==> config.mk <==
export PLATFORM = sky130hd
export DESIGN_NAME = mem_access_unit
export DESIGN_NICKNAME = d
export VERILOG_FILES = /design/src/rtl/mau_pkg.sv /design/src/rtl/mau_load_extract.sv /design/src/rtl/mem_access_unit.sv
export SDC_FILE = /design/constraint.sdc
export NUM_CORES = 1
export LEC_CHECK = 0
export BUFFER_PORTS_ARGS = -buffer_cell sky130_fd_sc_hd__buf_2
export CORE_ASPECT_RATIO = 1.4
export CORE_MARGIN = 4
export CORE_UTILIZATION = 55
export CTS_BUF_LIST = sky130_fd_sc_hd__clkbuf_8
export DETAILED_ROUTE_END_ITERATION = 6
export PLACE_DENSITY = 0.95
export SLEW_MARGIN = 30
export SYNTH_ARGS = -nofsm -noshare
export SYNTH_HDL_FRONTEND = slang
export SYNTH_HIERARCHICAL = 1
export SYNTH_SLANG_ARGS = --single-unit
==> constraint.sdc <==
create_clock -name clk -period 4.6 [get_ports clk]
set_input_delay 0.46 -clock clk [delete_from_list [all_inputs] [get_ports clk]]
set_output_delay 0.46 -clock clk [all_outputs]
set_load 0.02 [all_outputs]
==> src/rtl/mau_pkg.sv <==
// mau_pkg: shared definitions for mem_access_unit.
//   OP_*  : request operation codes (op[3]=store, op[2]=unsigned, op[1:0]=size)
//   SEL_* : legal RAM byte-select patterns
//   SZ_*  : access size field values
//   state_e : access FSM states
//   op_known() : true for the eight defined operation codes
package mau_pkg;

  localparam logic [3:0] OP_LB  = 4'b0000;
  localparam logic [3:0] OP_LH  = 4'b0001;
  localparam logic [3:0] OP_LW  = 4'b0010;
  localparam logic [3:0] OP_LBU = 4'b0100;
  localparam logic [3:0] OP_LHU = 4'b0101;
  localparam logic [3:0] OP_SB  = 4'b1000;
  localparam logic [3:0] OP_SH  = 4'b1001;
  localparam logic [3:0] OP_SW  = 4'b1010;

  localparam logic [3:0] SEL_B0 = 4'b0001;
  localparam logic [3:0] SEL_B1 = 4'b0010;
  localparam logic [3:0] SEL_B2 = 4'b0100;
  localparam logic [3:0] SEL_B3 = 4'b1000;
  localparam logic [3:0] SEL_H0 = 4'b0011;
  localparam logic [3:0] SEL_H1 = 4'b1100;
  localparam logic [3:0] SEL_W  = 4'b1111;

  localparam logic [1:0] SZ_B = 2'b00;
  localparam logic [1:0] SZ_H = 2'b01;
  localparam logic [1:0] SZ_W = 2'b10;

  typedef enum logic [1:0] {
    ST_IDLE   = 2'b00,
    ST_ACCESS = 2'b01,
    ST_RESP   = 2'b10
  } state_e;

  function automatic logic op_known(input logic [3:0] op);
    case (op)
      OP_LB, OP_LH, OP_LW, OP_LBU, OP_LHU, OP_SB, OP_SH, OP_SW: return 1'b1;
      default: return 1'b0;
    endcase
  endfunction

endpackage

==> src/rtl/mau_load_extract.sv <==
// mau_load_extract: combinational load lane select and sign/zero extension.
//   size    in  2   access size (SZ_B / SZ_H / SZ_W)
//   uns     in  1   1 = zero-extend, 0 = sign-extend
//   addr_lo in  2   byte offset within the word
//   word    in  32  raw RAM word
//   data    out 32  extended load value
module mau_load_extract
  import mau_pkg::*;
(
  input  logic [1:0]  size,
  input  logic        uns,
  input  logic [1:0]  addr_lo,
  input  logic [31:0] word,
  output logic [31:0] data
);

  logic [7:0]  b;
  logic [15:0] h;

  always_comb begin
    b = '0;
    case (addr_lo)
      2'd0:    b = word[7:0];
      2'd1:    b = word[15:8];
      2'd2:    b = word[23:16];
      default: b = word[31:24];
    endcase
    h = addr_lo[1] ? word[31:16] : word[15:0];
    case (size)
      SZ_B:    data = uns ? {24'b0, b} : {{24{b[7]}}, b};
      SZ_H:    data = uns ? {16'b0, h} : {{16{h[15]}}, h};
      default: data = word;
    endcase
  end

endmodule

==> src/rtl/mem_access_unit.sv <==
// mem_access_unit: CPU-side load/store initiator for the byte-selectable 1024x32 RAM.
//   clk, rst (async, active-high)
//   req_valid/req_ready/req_op/req_addr/req_wdata : request handshake from MEM stage
//   resp_valid/resp_rdata/resp_err                : one-cycle response pulse
//   mem_we/mem_sel/mem_ld/mem_addr/mem_din/mem_dout : RAM strobes and data
// Build option: define MAU_ALIGN_TRAP_EN to trap misaligned half/word accesses;
// otherwise the low address bits are ignored for those sizes.
module mem_access_unit
  import mau_pkg::*;
#(
  parameter int unsigned ADDR_W = 12
) (
  input  logic              clk,
  input  logic              rst,
  input  logic              req_valid,
  output logic              req_ready,
  input  logic [3:0]        req_op,
  input  logic [ADDR_W-1:0] req_addr,
  input  logic [31:0]       req_wdata,
  output logic              resp_valid,
  output logic [31:0]       resp_rdata,
  output logic              resp_err,
  output logic              mem_we,
  output logic [3:0]        mem_sel,
  output logic              mem_ld,
  output logic [ADDR_W-3:0] mem_addr,
  output logic [31:0]       mem_din,
  input  logic [31:0]       mem_dout
);

  state_e            state, state_nxt;
  logic [3:0]        op_q;
  logic [ADDR_W-1:0] addr_q;
  logic [31:0]       wdata_q;
  logic              accept;
  logic              known, is_load, is_store, misaligned, err, go;
  logic [3:0]        lane_sel;
  logic [31:0]       lane_din;
  logic [31:0]       ld_data;

  always_ff @(posedge clk or posedge rst) begin
    if (rst) state <= ST_IDLE;
    else     state <= state_nxt;
  end

  always_comb begin
    req_ready = 1'b0;
    state_nxt = state;
    if (!rst && (state == ST_IDLE || state == ST_RESP)) req_ready = 1'b1;
    accept = req_valid & req_ready;
    case (state)
      ST_IDLE:   if (accept) state_nxt = ST_ACCESS;
      ST_ACCESS: state_nxt = ST_RESP;
      ST_RESP:   state_nxt = accept ? ST_ACCESS : ST_IDLE;
      default:   state_nxt = ST_IDLE;
    endcase
  end

  always_ff @(posedge clk or posedge rst) begin
    if (rst) begin
      op_q    <= '0;
      addr_q  <= '0;
      wdata_q <= '0;
    end else if (accept) begin
      op_q    <= req_op;
      addr_q  <= req_addr;
      wdata_q <= req_wdata;
    end
  end

  always_comb begin
    known    = op_known(op_q);
    is_store = known & op_q[3];
    is_load  = known & ~op_q[3];
`ifdef MAU_ALIGN_TRAP_EN
    misaligned = known && ((op_q[1:0] == SZ_H && addr_q[0]) ||
                           (op_q[1:0] == SZ_W && addr_q[1:0] != 2'b00));
`else
    misaligned = 1'b0;
`endif
    err = ~known | misaligned;
    go  = (state == ST_ACCESS) && !err;
  end

  // Half/word lane choice only looks at addr[1] / nothing, which is what makes
  // the low address bits drop out in the non-trap build.
  always_comb begin
    lane_sel = '0;
    lane_din = '0;
    case (op_q[1:0])
      SZ_B: begin
        lane_sel = SEL_B0 << addr_q[1:0];
        lane_din = {4{wdata_q[7:0]}};
      end
      SZ_H: begin
        lane_sel = addr_q[1] ? SEL_H1 : SEL_H0;
        lane_din = {2{wdata_q[15:0]}};
      end
      default: begin
        lane_sel = SEL_W;
        lane_din = wdata_q;
      end
    endcase
  end

  always_comb begin
    mem_we   = go & is_store;
    mem_ld   = go & is_load;
    mem_sel  = go ? lane_sel : '0;
    mem_addr = go ? addr_q[ADDR_W-1:2] : '0;
    mem_din  = (go & is_store) ? lane_din : '0;
  end

  mau_load_extract u_extract (
    .size    (op_q[1:0]),
    .uns     (op_q[2]),
    .addr_lo (addr_q[1:0]),
    .word    (mem_dout),
    .data    (ld_data)
  );

  always_ff @(posedge clk or posedge rst) begin
    if (rst) begin
      resp_valid <= 1'b0;
      resp_err   <= 1'b0;
      resp_rdata <= '0;
    end else begin
      resp_valid <= (state == ST_ACCESS);
      resp_err   <= (state == ST_ACCESS) && err;
      resp_rdata <= (go && is_load) ? ld_data : '0;
    end
  end

endmodule
==> impl_metrics.json <==
{
  "gr-usage-all-layers_pct": 25.7,
  "drtAntennaViolNets": 0,
  "insertion_delay_ns": 0.37,
  "synth_top_area_share_pct": 46.8,
  "met3_length_mm": 1.06,
  "cts.repair.resized": 0,
  "nNetsFinal": 632,
  "drive_above_1_share_pct": 46.6,
  "syn_area_mm2": 0.00449,
  "dr_wl_met2_mm": 6.26,
  "grt_max_degree": 59,
  "first_pass_iters": 5,
  "overflow": 0,
  "status": "completed",
  "numPortBuffers": 165,
  "dieWidth_um": 84.4,
  "drtIter0Drc": 162,
  "vdd_drop_max_mv": 0.263,
  "p_leak_nw": 2.90,
  "synth_edf_count": 0,
  "first_global_vias": 3849,
  "diodes": 0,
  "fin_tns_setup_ns": 0,
  "setup-violations-final": 0,
  "h-tree-depth": 3,
  "clockBufferDepth": 2,
  "final.min_clock_period_ns": 3.18,
  "cp.required_ns": 4.14,
  "cts_tree": "done",
  "period_share_pct": 69.2,
  "gp_congestion": 0.862,
  "syn_nets": 486,
  "worstSetupPathType": "register to output port",
  "via_count": 3701,
  "synth_top_cell_by_area": "dfrtp_1",
  "intPower_mw": 1.33,
  "fmax_ghz": 0.314,
  "seqPwrFrac_pct": 45.8,
  "yosysWarnings": 6,
  "highest_layer": "met4",
  "hold_path.class": "input port to async pin",
  "pwr-share-comb_pct": 28.6,
  "async_flop_share_pct": 100,
  "swShare_pct": 33.3,
  "cts_num_sinks": 84,
  "synth_flop_cell": "dfrtp_1",
  "hold_viol_final": 0,
  "fin_skew_ns": 0.00625,
  "rows": 38,
  "synth.distinct_cells": 35,
  "die_h_um": 115,
  "num-fill-cells": 592,
  "rsz0062_at_grt": "no",
  "cts_hold_buf": 0,
  "ios": 166,
  "maxCapViolCount": 0,
  "cp-end-kind": "output port",
  "start_kind": "register",
  "antenna_found_initial": 0,
  "critPathMaxFanout": 25,
  "cts_setup_buffers": 0,
  "synth-seq-cells": 84,
  "area_delta_synth_final_pct": 21.4,
  "drt_wl_total_mm": 12.2,
  "power_density_mw_per_mm2": 367,
  "dieArea_mm2": 0.00969,
  "yosys-top-cells-area": "dfrtp_1 (47%), mux2_2 (12%), mux2i_1 (6.9%)",
  "synthCells": 403,
  "root_buffer": "clkbuf_8",
  "slew_headroom_pct": 35.5,
  "dp_hpwl_mm": 8.88,
  "slew_violations": 0,
  "wl_per_cell_um": 18.7,
  "clockPowerShare_pct": 25.6,
  "clkSlewWorstSetupHoldPaths_ns": 0.08,
  "grt_pass1_wl_mm": 19.7,
  "netSwitchingPower_uw": 665,
  "final_util_pct": 69.5,
  "worst_slew_pin_slew_ns": 0.965,
  "cts_buffers": 9,
  "r2r_start": "addr_q[1]$_DFFE_PP0P_",
  "cp.arrival_ns": 2.72,
  "cp-startpoint": "state[1]$_DFFE_PP0P_",
  "avgSynthCellArea_um2": 11.1,
  "drc_errors": 0,
  "core-area_mm2": 0.00785,
  "start_util_pct": 57.2,
  "synth_seq_area_share_pct": 46.8,
  "vias_per_cell": 5.66,
  "drt-met1-wl_mm": 4.51
}
==> per-layer routing <==
layer	global-route usage, %	vias up
met5	0	-
met4	12.8	0
met3	5.88	28
met2	44.6	191
met1	30.1	1788
li1	-	1694
==> cells by family (layout without fill, tap and decap cells) <==
logic type | after synthesis | in the layout | synth area share [%]
buf+inv | 39 | 190 | 5.02
mux | 89 | 89 | 22.2
simple gates | 134 | 134 | 15.3
flops | 84 | 84 | 46.8
compound gates | 57 | 57 | 10.6
==> power groups by stage <==
| stage | clock [mW] | combinational, mW | sequential, mW |
|---|---|---|---|
| after detailed placement | 0 | 0.570 | 0.928 |
| after global placement | 0 | 0.547 | 0.920 |
| after floorplan | 0 | 0.439 | 0.896 |
| after CTS | 0.516 | 0.572 | 0.915 |
| final | 0.511 | 0.572 | 0.916 |
| after global routing | 0.545 | 0.622 | 0.927 |
==> critical path: stages (launching register included) <==
cell and delay (ns):
dfrtp_1 0.38, and2b_1 0.44, nand3_1 0.74, inv_1 0.44
and2_1 0.18, buf_2 0.16
==> cells in the final DEF (no fill, tap or decap), drive strengths merged <==
| master | instances |
|---|---|
| o21ai | 3 |
| and2 | 43 |
| inv | 5 |
| nor2 | 19 |
| clkinvlp | 1 |
| a211oi | 2 |
| a21oi | 9 |
| or2 | 2 |
| clkbuf | 9 |
| bufinv | 1 |
| mux2i | 31 |
| and3 | 10 |
| o21ba | 1 |
| nand2 | 43 |
| o22a | 7 |
| or3 | 1 |
| a32oi | 1 |
| and2b | 1 |
| nor3 | 3 |
| a22oi | 9 |
| nor2b | 10 |
| dfrtp | 84 |
| clkinv | 5 |
| o211ai | 17 |
| o221ai | 8 |
| mux2 | 58 |
| buf | 169 |
| nand3 | 1 |
| and3b | 1 |
==> sequential cells by signal (all words and copies together) (netlist names) <==
name / count
op_q: 4
resp_rdata: 32
state: 2
wdata_q: 32
resp_valid: 1
resp_err: 1
addr_q: 12
==> worst paths after layout <==
kind | end | slack, ns | cells past startpoint
max reg2reg | resp_rdata[9]$_DFF_PP0_ | 1.98 | 5
max in group asynchronous | op_q[1]$_DFFE_PP0P_ | 3.37 | 3
min reg2reg | state[1]$_DFFE_PP0P_ | 0.43 | 1
min in group clk | addr_q[0]$_DFFE_PP0P_ | 0.31 | 2
min | resp_rdata[7]$_DFF_PP0_ | 0.16 | 2
max | mem_din[1] | 1.42 | 5
==> through the flow <==
stage	worst slack, ns	power, mW	area [um2]	hold slack, ns	cells
finish	1.42	2.00	5450	0.157	654
global placement	1.97	1.47	5270	0.406	638
CTS	1.44	2.00	5450	0.176	654
global route	1.17	2.09	5450	0.212	654
floorplan	1.97	1.33	4490	0.395	403
detailed placement	1.85	1.50	5270	0.414	638
==> Yosys cell counts, types with 7 or more instances <==
library cell and instances:
clkbuf_1 14, mux2_4 9, o22a_1 7, o211ai_2 10, nor2_1 18, o221ai_1 8, a21oi_1 9, and3_1 10
mux2i_1 31, nand2_1 43, dfrtp_1 84, o211ai_1 7, mux2_2 49, a22oi_1 9, nor2b_1 10, and2_1 42
buf_2 9
==> layout make-up <==
cell class	instances	area (um2)	area share [%]
multi-input combinational	280	2160	39.7
sequential	84	2100	38.6
timing repair buffer	169	856	15.7
tap	100	125	2.30
clock buffer	9	124	2.27
clock inverter	7	60.1	1.10
inverter	5	20.0	0.367
Note: power is estimated with default switching activity, not from simulation.
